--- src/rtl/resource_requester_pkg.sv ---
// -----------------------------------------------------------------------------
// resource_requester_pkg
//   Shared widths, the resource's response timing and the requester state
//   encoding used by resource_requester and its testbench.
// -----------------------------------------------------------------------------
package resource_requester_pkg;

    localparam int ADDRESS_WIDTH  = 8;
    localparam int ID_WIDTH       = 4;
    localparam int DATA_WIDTH     = 16;
    localparam int RESOURCE_DELAY = 4;
    localparam int RSP_WINDOW     = 16;

    typedef enum logic [2:0] {
        REQ_ST_IDLE  = 3'd0,
        REQ_ST_ISSUE = 3'd1,
        REQ_ST_WAIT  = 3'd2,
        REQ_ST_RESP  = 3'd3,
        REQ_ST_DRAIN = 3'd4
    } req_state_t;

endpackage

--- src/rtl/resource_timeout_timer.sv ---
// -----------------------------------------------------------------------------
// resource_timeout_timer
//   Down-counter with terminal-count compare. clear reloads TIMEOUT_CYCLES-1,
//   enable decrements (saturating at zero). expired is high while enabled at
//   terminal count, i.e. on the TIMEOUT_CYCLES-th enabled cycle after clear.
// Ports
//   clk, reset_n : clock, async active-low reset
//   clear        : reload the counter
//   enable       : count this cycle
//   expired      : terminal count reached while enabled
// -----------------------------------------------------------------------------
module resource_timeout_timer #(
    parameter int TIMEOUT_CYCLES = 64,
    parameter int TO_WIDTH       = 7
) (
    input  logic clk,
    input  logic reset_n,
    input  logic clear,
    input  logic enable,
    output logic expired
);

    localparam logic [TO_WIDTH-1:0] LOAD_VALUE = TO_WIDTH'(TIMEOUT_CYCLES - 1);

    logic [TO_WIDTH-1:0] count;

    always_ff @(posedge clk or negedge reset_n) begin
        if (!reset_n) begin
            count <= LOAD_VALUE;
        end else if (clear) begin
            count <= LOAD_VALUE;
        end else if (enable && (count != '0)) begin
            count <= count - TO_WIDTH'(1);
        end
    end

    assign expired = enable && (count == '0);

endmodule

--- src/rtl/resource_requester.sv ---
// -----------------------------------------------------------------------------
// resource_requester
//   Initiator side of the shared-resource interface. Takes one address from
//   upstream, tags it, issues it to the resource, holds the matching response
//   until upstream takes it, then waits out the resource's response window.
//   One request outstanding at a time; supports flush and timeout.
// Ports
//   clk, reset_n                 : clock, async active-low reset
//   req_valid/req_address/req_ready : upstream request handshake
//   flush                        : cancel the current transaction
//   rsp_valid/rsp_data/rsp_id/rsp_ready : response held for upstream
//   err_timeout                  : one-cycle pulse when a request is abandoned
//   res_address/res_id/res_valid : request towards the resource
//   res_data/res_rsp_id/res_rsp_valid/res_ready : from the resource
//
// state | meaning
// ------+-----------------------------------------------------------------
// IDLE  | ready for a new request
// ISSUE | res_valid high for this one cycle, timeout counter reloaded
// WAIT  | waiting for a response with our tag, or timeout
// RESP  | response held until upstream takes it (or flush drops it)
// DRAIN | waiting for the resource's response window to close
// -----------------------------------------------------------------------------
module resource_requester
    import resource_requester_pkg::*;
#(
    parameter int TIMEOUT_CYCLES = 64,
    parameter int TO_WIDTH       = 7
) (
    input  logic                     clk,
    input  logic                     reset_n,
    input  logic                     req_valid,
    input  logic [ADDRESS_WIDTH-1:0] req_address,
    output logic                     req_ready,
    input  logic                     flush,
    output logic                     rsp_valid,
    output logic [DATA_WIDTH-1:0]    rsp_data,
    output logic [ID_WIDTH-1:0]      rsp_id,
    input  logic                     rsp_ready,
    output logic                     err_timeout,
    output logic [ADDRESS_WIDTH-1:0] res_address,
    output logic [ID_WIDTH-1:0]      res_id,
    output logic                     res_valid,
    input  logic [DATA_WIDTH-1:0]    res_data,
    input  logic [ID_WIDTH-1:0]      res_rsp_id,
    input  logic                     res_rsp_valid,
    input  logic                     res_ready
);

    req_state_t          state;
    logic [ID_WIDTH-1:0] next_tag;
    logic                cancel;
    logic                timer_clear;
    logic                timer_enable;
    logic                timer_expired;
    logic                rsp_match;

    // The resource ignores in_valid during its response window even though
    // out_ready stays high, so a new request must also wait for that window.
    assign req_ready    = (state == REQ_ST_IDLE) && res_ready && !res_rsp_valid && !flush;
    assign rsp_match    = res_rsp_valid && (res_rsp_id == res_id);
    assign timer_clear  = (state == REQ_ST_ISSUE);
    assign timer_enable = (state == REQ_ST_WAIT);

    resource_timeout_timer #(
        .TIMEOUT_CYCLES (TIMEOUT_CYCLES),
        .TO_WIDTH       (TO_WIDTH)
    ) u_timer (
        .clk     (clk),
        .reset_n (reset_n),
        .clear   (timer_clear),
        .enable  (timer_enable),
        .expired (timer_expired)
    );

    always_ff @(posedge clk or negedge reset_n) begin
        if (!reset_n) begin
            state       <= REQ_ST_IDLE;
            next_tag    <= '0;
            cancel      <= 1'b0;
            res_valid   <= 1'b0;
            res_address <= '0;
            res_id      <= '0;
            rsp_valid   <= 1'b0;
            rsp_data    <= '0;
            rsp_id      <= '0;
            err_timeout <= 1'b0;
        end else begin
            err_timeout <= 1'b0;
            unique case (state)
                REQ_ST_IDLE: begin
                    if (req_valid && req_ready) begin
                        res_address <= req_address;
                        res_id      <= next_tag;
                        next_tag    <= next_tag + ID_WIDTH'(1);
                        res_valid   <= 1'b1;
                        state       <= REQ_ST_ISSUE;
                    end
                end
                REQ_ST_ISSUE: begin
                    res_valid <= 1'b0;
                    // A flush here still has to be remembered: the request
                    // has already reached the resource.
                    if (flush) begin
                        cancel <= 1'b1;
                    end
                    state <= REQ_ST_WAIT;
                end
                REQ_ST_WAIT: begin
                    // A match beats a same-cycle timeout; a same-cycle flush
                    // discards the response.
                    if (rsp_match) begin
                        if (cancel || flush) begin
                            state <= REQ_ST_DRAIN;
                        end else begin
                            rsp_data  <= res_data;
                            rsp_id    <= res_rsp_id;
                            rsp_valid <= 1'b1;
                            state     <= REQ_ST_RESP;
                        end
                    end else begin
                        if (flush) begin
                            cancel <= 1'b1;
                        end
                        if (timer_expired) begin
                            err_timeout <= 1'b1;
                            state       <= REQ_ST_DRAIN;
                        end
                    end
                end
                REQ_ST_RESP: begin
                    if (flush || rsp_ready) begin
                        rsp_valid <= 1'b0;
                        state     <= REQ_ST_DRAIN;
                    end
                end
                REQ_ST_DRAIN: begin
                    if (!res_rsp_valid && res_ready) begin
                        cancel <= 1'b0;
                        state  <= REQ_ST_IDLE;
                    end
                end
                default: state <= REQ_ST_IDLE;
            endcase
        end
    end

endmodule

--- config.mk ---
export PLATFORM = sky130hd
export DESIGN_NAME = resource_requester
export DESIGN_NICKNAME = d
export VERILOG_FILES = /design/src/rtl/resource_requester_pkg.sv /design/src/rtl/resource_timeout_timer.sv /design/src/rtl/resource_requester.sv
export SDC_FILE = /design/constraint.sdc
export NUM_CORES = 1
export LEC_CHECK = 0
export BUFFER_PORTS_ARGS = -buffer_cell sky130_fd_sc_hd__buf_2
export CORE_MARGIN = 3
export CORE_UTILIZATION = 38
export CTS_CLUSTER_SIZE = 20
export DETAILED_ROUTE_END_ITERATION = 7
export MAX_ROUTING_LAYER = met4
export SLEW_MARGIN = 10
export SYNTH_ARGS = -nofsm -noshare
export SYNTH_HDL_FRONTEND = slang
export SYNTH_SLANG_ARGS = --single-unit
--- constraint.sdc ---
create_clock -name clk -period 2.42 [get_ports clk]
set_input_delay 0.363 -clock clk [delete_from_list [all_inputs] [get_ports clk]]
set_output_delay 0.363 -clock clk [all_outputs]
set_load 0.1 [all_outputs]
==> impl_metrics.py, run 1 <==
metrics = {
    "status": {
        "status": "completed",
    },
    "final_layout": {
        "seqCellArea_um2": 1260,
        "fin_util_pct": 51.5,
        "layout.nets": 276,
        "area_delta_synth_final_pct": 26.3,
        "n_fill_cell": 507,
        "multi_input_area_um2": 888,
        "insertedDiodeCount": 0,
        "stdcell_count": 310,
        "drive_gt1_share_pct": 54.6,
    },
    "critical_path": {
        "crit_fanout": 9,
        "required_ps": 2060,
        "worstReg2RegStart": "state[1]$_DFFE_PN0P_",
        "worstSetupStartpointType": "flip-flop",
        "path_class": "reg -> out",
        "crit_start": "state[1]$_DFFE_PN0P_",
        "cp.arrival_ps": 1960,
        "cp-end-kind": "output port",
    },
    "sta": {
        "max-slew-margin-rel_pct": 53.5,
        "finalSetupTns_ps": 0,
        "maxClockFrequency_mhz": 431,
        "fin_ws_ps": 100,
        "setup_viol": 0,
        "final-hold-violation-count": 0,
        "drv_slew": 0,
        "rsz0062_at_grt": "false",
        "finalCritPeriodShare_pct": 95.8,
        "min_period_ps": 2320,
        "finClkSkew_ps": 8.62,
        "worst_slew_pin_slew_ps": 697,
    },
    "synth": {
        "post-synth-top-area-cell": "dfrtp_1",
        "synth_seq_cells": 50,
        "yosysUniqueCellTypes": 40,
        "synthTopCellsByArea": "dfrtp_1 51%, mux2_2 17%, dfstp_2 7.2%, xor2_1 2.4%, nand4b_1 1.6%",
        "avgSynthCellArea_um2": 13.6,
        "synth_nets": 197,
        "syn_inst": 160,
        "async_flop_share_pct": 100,
        "ys_warn_count": 0,
        "synth_top_area_share_pct": 50.6,
        "mappedNetlistArea_um2": 2180,
        "synth_edf_count": 0,
        "seq_area_frac_synth_pct": 57.8,
        "synthFlopType": "dfrtp_1",
    },
    "floorplanning": {
        "core_area_um2": 5340,
        "fp.dieArea_um2": 6670,
        "ios": 71,
        "rows": 26,
        "die-height_um": 81.7,
        "die_w_um": 81.7,
        "start_util_pct": 40.8,
    },
    "cts": {
        "cts_root_buf": "clkbuf_8",
        "clk_pin_slew_worst_paths_ps": 90,
        "htree_num_levels": 2,
        "cts_tree": "built",
        "cts_buffers": 5,
        "cts-hold-fix-buffers": 0,
        "cts_sinks": 50,
        "clkLatencyLatePin_ps": 290,
        "post_cts_resized": 0,
        "cts_setup_buffers": 0,
        "ctsLongestPathBuffers": 2,
    },
    "route": {
        "drtAntennaViolNets": 0,
        "wire_per_inst_um": 13.8,
        "drt_pass1_iterations": 4,
        "drt-initial-drc-count": 49,
        "avgViaCountPerCell": 4.95,
        "drc": 0,
        "routed_wl_um": 4280,
        "vias": 1534,
    },
    "grt": {
        "grt_max_degree": 33,
        "antenna_found_initial": 0,
        "grt_pass1_vias": 1511,
        "gr-total-overflow": 0,
        "grt_usage_pct": 14.2,
        "grt_pass1_wl_um": 7090,
    },
    "power_and_ir_drop": {
        "power.leakage_nw": 1.44,
        "power_density_nw_per_um2": 1260,
        "peakVddDrop_v": 0.000995,
        "p_total_w": 0.00346,
    },
    "min_path": {
        "hold_class": "in -> async",
    },
    "placed_design": {
        "portBuffers": 70,
        "gp_congestion": 0.857,
        "placedCellCount": 302,
        "dp_hpwl_um": 3230,
        "pre_cts_ws_ps": 319,
    },
    "job": {
        "cap_violations": 0,
    },
}
-- stage by stage --
stage          hold WS, ps  instance area, um2
2_1_floorplan         67.4                2190
6_report               103                2750
3_5_place_dp           458                2660
4_1_cts                122                2750
5_1_grt                169                2750
3_3_place_gp           456                2660
-- cells in the mapped netlist, drive strengths merged, types with 2 or more instances --
| cell type | n |
|---|---|
| dfrtp | 44 |
| mux2 | 33 |
| nor2 | 9 |
| dfstp | 6 |
| nand2 | 6 |
| xor2 | 6 |
| clkbuf | 4 |
| nand4 | 4 |
| nand4b | 4 |
| a21oi | 3 |
| inv | 3 |
| nor3 | 3 |
| nor3b | 3 |
| o21ai | 3 |
| and3 | 2 |
| buf | 2 |
| ha | 2 |
| mux2i | 2 |
| nor2b | 2 |
| nor4 | 2 |
| xnor2 | 2 |
-- state kept, by name (all words and copies together) (netlist names) --
| name | cells |
|---|---|
| rsp_data | 16 |
| res_address | 8 |
| u_timer.count | 7 |
| next_tag | 4 |
| res_id | 4 |
| rsp_id | 4 |
| state | 3 |
| cancel | 1 |
| err_timeout | 1 |
| res_valid | 1 |
| rsp_valid | 1 |
-- cells in the final DEF, fill, tap and decap left out, drive strengths merged, types with 3 or more instances in the layout --
cell,instances
buf,78
dfrtp,44
mux2,33
nor2,9
clkbuf,7
xor2,6
nand2,6
dfstp,6
nand4b,4
nand4,4
inv,3
nor3b,3
a21oi,3
o21ai,3
nor3,3
-- routing by layer --
metal  track usage [%]  wire length, um  up-vias
met1              19.3             1970      743
met5                 -                0        -
li1                  -                -      732
met3              4.28              351        7
met4              4.32               53        0
met2              20.4             1900       52
-- path summary, 6_finish.rpt --
path                                                end  slack [ps]  cells past startpoint
hold reg to reg                   res_valid$_DFFE_PN0P_         500                      1
min in group clk                rsp_data[9]$_DFFE_PN0P_         290                      2
hold / removal             u_timer.count[6]$_DFFE_PN0P_         100                      1
setup reg to reg             res_address[1]$_DFFE_PN0P_         310                      4
max in group asynchronous         res_id[2]$_DFFE_PN0P_        1670                      2
setup / recovery                              req_ready         100                      3
-- final cells by class --
| type | count | area share, % |
|---|---|---|
| Sequential cell | 50 | 45.8 |
| Multi-Input combinational cell | 101 | 32.3 |
| Timing Repair Buffer | 78 | 14.9 |
| Tap cell | 70 | 3.19 |
| Clock buffer | 7 | 3.14 |
| Inverter | 3 | 0.410 |
| Clock inverter | 1 | 0.182 |
-- report_power, final --
group	total, W	switching, W	internal (W)
logic	0.00168	0.00130	0.000376
registers	0.00129	0.000190	0.00110
clock network	0.000493	0.000262	0.000231
-- worst max-delay path, cell delays in order, from the launching register on --
cell	delay [ps]
dfrtp_1	470
or4b_4	620
nor3_4	130
buf_2	440
-- cell families after synthesis --
kind of cell               share of synthesized area, %
muxes                                              18.0
adders and majority gates                          1.15
and+or+nand+nor                                    12.8
xor gates and xnor gates                           3.56
buffers and inverters                              1.90
DFF                                                57.8
AOI/OAI and AO/OA                                  4.77
No activity file was read; power rests on OpenSTA's default activity.
==> inputs of run 2 (changes only) <==
--- a/config.mk
+++ b/config.mk
@@ -5,7 +5,7 @@
 export SDC_FILE = /design/constraint.sdc
 export NUM_CORES = 1
 export LEC_CHECK = 0
-export BUFFER_PORTS_ARGS = -buffer_cell sky130_fd_sc_hd__buf_2
+export BUFFER_PORTS_ARGS = -buffer_cell sky130_fd_sc_hd__clkbuf_2
 export CORE_MARGIN = 3
 export CORE_UTILIZATION = 38
 export CTS_CLUSTER_SIZE = 20
==> run 2 against run 1 <==
Register-to-register slack worse by 20 ps. Critical endpoint unchanged. Sequential power about the same. Flip-flop and latch count stayed put. Worst setup slack better by 100 ps. Routed wire length rose by 2.7%. Cell area about the same. Power is 0.30% higher. Highest routed layer unchanged. Sequential share of layout area about the same.
==> impl_metrics.py, run 2 (synthesis gave the netlist of run 1 again) <==
metrics = {
    "status": {
        "status": "completed",
    },
    "critical_path": {
        "r2r_cells": 4,
        "cp_cell_sequence": "or4b_4 -> nor3_4 -> buf_4",
        "worstSetupStartpointType": "flip-flop",
        "worstReg2RegStart": "state[1]$_DFFE_PN0P_",
        "worst_path_max_delay_cell": "or4b_4",
        "worst-path-stages": 3,
        "r2r_end": "next_tag[1]$_DFFE_PN0P_",
        "required_ps": 2060,
        "crit_path_max_incr_delay_ps": 630,
        "path_class": "reg -> out",
        "path_delay_family": "simple AND/OR/NAND/NOR gates",
        "reg2reg_slack_ps": 290,
        "crit_fanout": 9,
        "cp_num_buf_inv": 1,
        "cp-end-kind": "output port",
        "cp.arrival_ps": 1860,
    },
    "route": {
        "drtAntennaViolNets": 0,
        "vias": 1508,
        "routed_wl_um": 4400,
        "drt_pass1_iterations": 4,
        "avgViaCountPerCell": 4.86,
        "drt-initial-drc-count": 72,
        "wire_per_inst_um": 14.2,
        "drc": 0,
    },
    "cts": {
        "post_cts_resized": 0,
        "htree_num_levels": 2,
        "cts_tree": "built",
        "cts-hold-fix-buffers": 0,
        "cts_setup_buffers": 0,
        "clk_pin_slew_worst_paths_ps": 90,
        "cts_root_buf": "clkbuf_8",
        "cts_buffers": 5,
        "ctsLongestPathBuffers": 2,
        "cts_sinks": 50,
        "clkLatencyLatePin_ps": 300,
    },
    "power_and_ir_drop": {
        "power_switching_share_pct": 51.0,
        "seqPwrFrac_pct": 37.4,
        "comb_power_share_pct": 48.4,
        "power.net_switching_w": 0.00177,
        "peakVddDrop_v": 0.00103,
        "p_int_w": 0.00170,
        "clkPwrFrac_pct": 14.2,
        "power.leakage_nw": 1.42,
        "power_density_nw_per_um2": 1260,
        "p_total_w": 0.00347,
    },
    "floorplanning": {
        "ios": 71,
        "fp.dieArea_um2": 6670,
        "die-height_um": 81.7,
        "die_w_um": 81.7,
        "core_area_um2": 5340,
        "start_util_pct": 40.8,
        "rows": 26,
    },
    "grt": {
        "grt_pass1_vias": 1587,
        "gr-total-overflow": 0,
        "antenna_found_initial": 0,
        "grt_pass1_wl_um": 7520,
        "grt_max_degree": 24,
        "grt_usage_pct": 15.3,
    },
    "final_layout": {
        "insertedDiodeCount": 0,
        "mostFrequentLayoutCells": "69 x clkbuf_2, 43 x dfrtp_1, 33 x mux2_2",
        "multi_input_area_um2": 888,
        "mostFrequentLayoutCell": "clkbuf_2",
        "final_area_um2": 2750,
        "seqCellArea_um2": 1260,
        "area_delta_synth_final_pct": 26.4,
        "drive_gt1_share_pct": 54.6,
        "top_regs": "rsp_data x16, res_address x8, u_timer.count x7",
        "layout.nets": 276,
        "top_register": "rsp_data",
        "largest_reg_flops": 16,
        "n_fill_cell": 502,
    },
    "sta": {
        "rsz0062_at_grt": "false",
        "drv_slew": 0,
        "maxClockFrequency_mhz": 451,
        "min_period_ps": 2220,
        "finalCritPeriodShare_pct": 91.7,
        "setup_viol": 0,
        "max-slew-margin-rel_pct": 61.3,
        "finalSetupTns_ps": 0,
        "worst_slew_pin_slew_ps": 580,
        "final-hold-violation-count": 0,
        "finClkSkew_ps": 8.92,
        "fin_ws_ps": 202,
    },
    "placed_design": {
        "dpl_cell_area_um2": 2660,
        "dp_hpwl_um": 3320,
        "pre_cts_ws_ps": 306,
        "portBuffers": 70,
        "gp_congestion": 0.902,
    },
    "job": {
        "cap_violations": 0,
    },
    "min_path": {
        "hold_class": "in -> async",
    },
}
## run 2: layout make-up
cell class / count / share of cell area (%)
tap: 70 / 3.18
timing repair buffer: 78 / 15.0
sequential: 50 / 45.8
clock inverter: 1 / 0.182
multi-input combinational: 101 / 32.3
inverter: 3 / 0.409
clock buffer: 7 / 3.14
## run 2: routing by layer
layer	global-route usage (%)	share of wire, %	routed length [um]
met2	22.9	45	1990
met1	20.8	47	2060
met3	4.06	6.7	294
met4	3.99	1.1	48
met5	-	0	0
## run 2: stage by stage
stage	hold slack (ps)	std cells	util, %
floorplan	67.4	160	-
global placement	394	302	49.9
detailed placement	404	302	49.9
CTS	61.5	310	51.6
global route	89.0	310	51.6
finish	48.8	310	51.6
## run 2: worst max path at each step
stage	from	endpoint	slack (ps)
2_1_floorplan	res_id[0]$_DFFE_PN0P_	rsp_data[0]$_DFFE_PN0P_	3
3_3_place_gp	res_rsp_valid	res_id[2]$_DFFE_PN0P_	350
3_5_place_dp	state[1]$_DFFE_PN0P_	res_address[3]$_DFFE_PN0P_	310
4_1_cts	state[1]$_DFFE_PN0P_	req_ready	200
5_1_grt	state[1]$_DFFE_PN0P_	req_ready	150
6_report	state[1]$_DFFE_PN0P_	req_ready	200
## run 2: worst register-to-register path: cells and delay by family (launching register included)
kind | cells | cell delay [ps]
buffers and inverters | 1 | 280
DFF | 1 | 470
muxes | 1 | 360
and+or+nand+nor | 2 | 900
## run 2: power by group through the flow
stage	clock network [W]	logic, W	registers [W]
after global placement	0	0.00167	0.00131
after detailed placement	0	0.00169	0.00131
after global routing	0.000552	0.00177	0.00134
after CTS	0.000527	0.00169	0.00130
final	0.000494	0.00168	0.00130
after floorplan	0	0.000427	0.00225
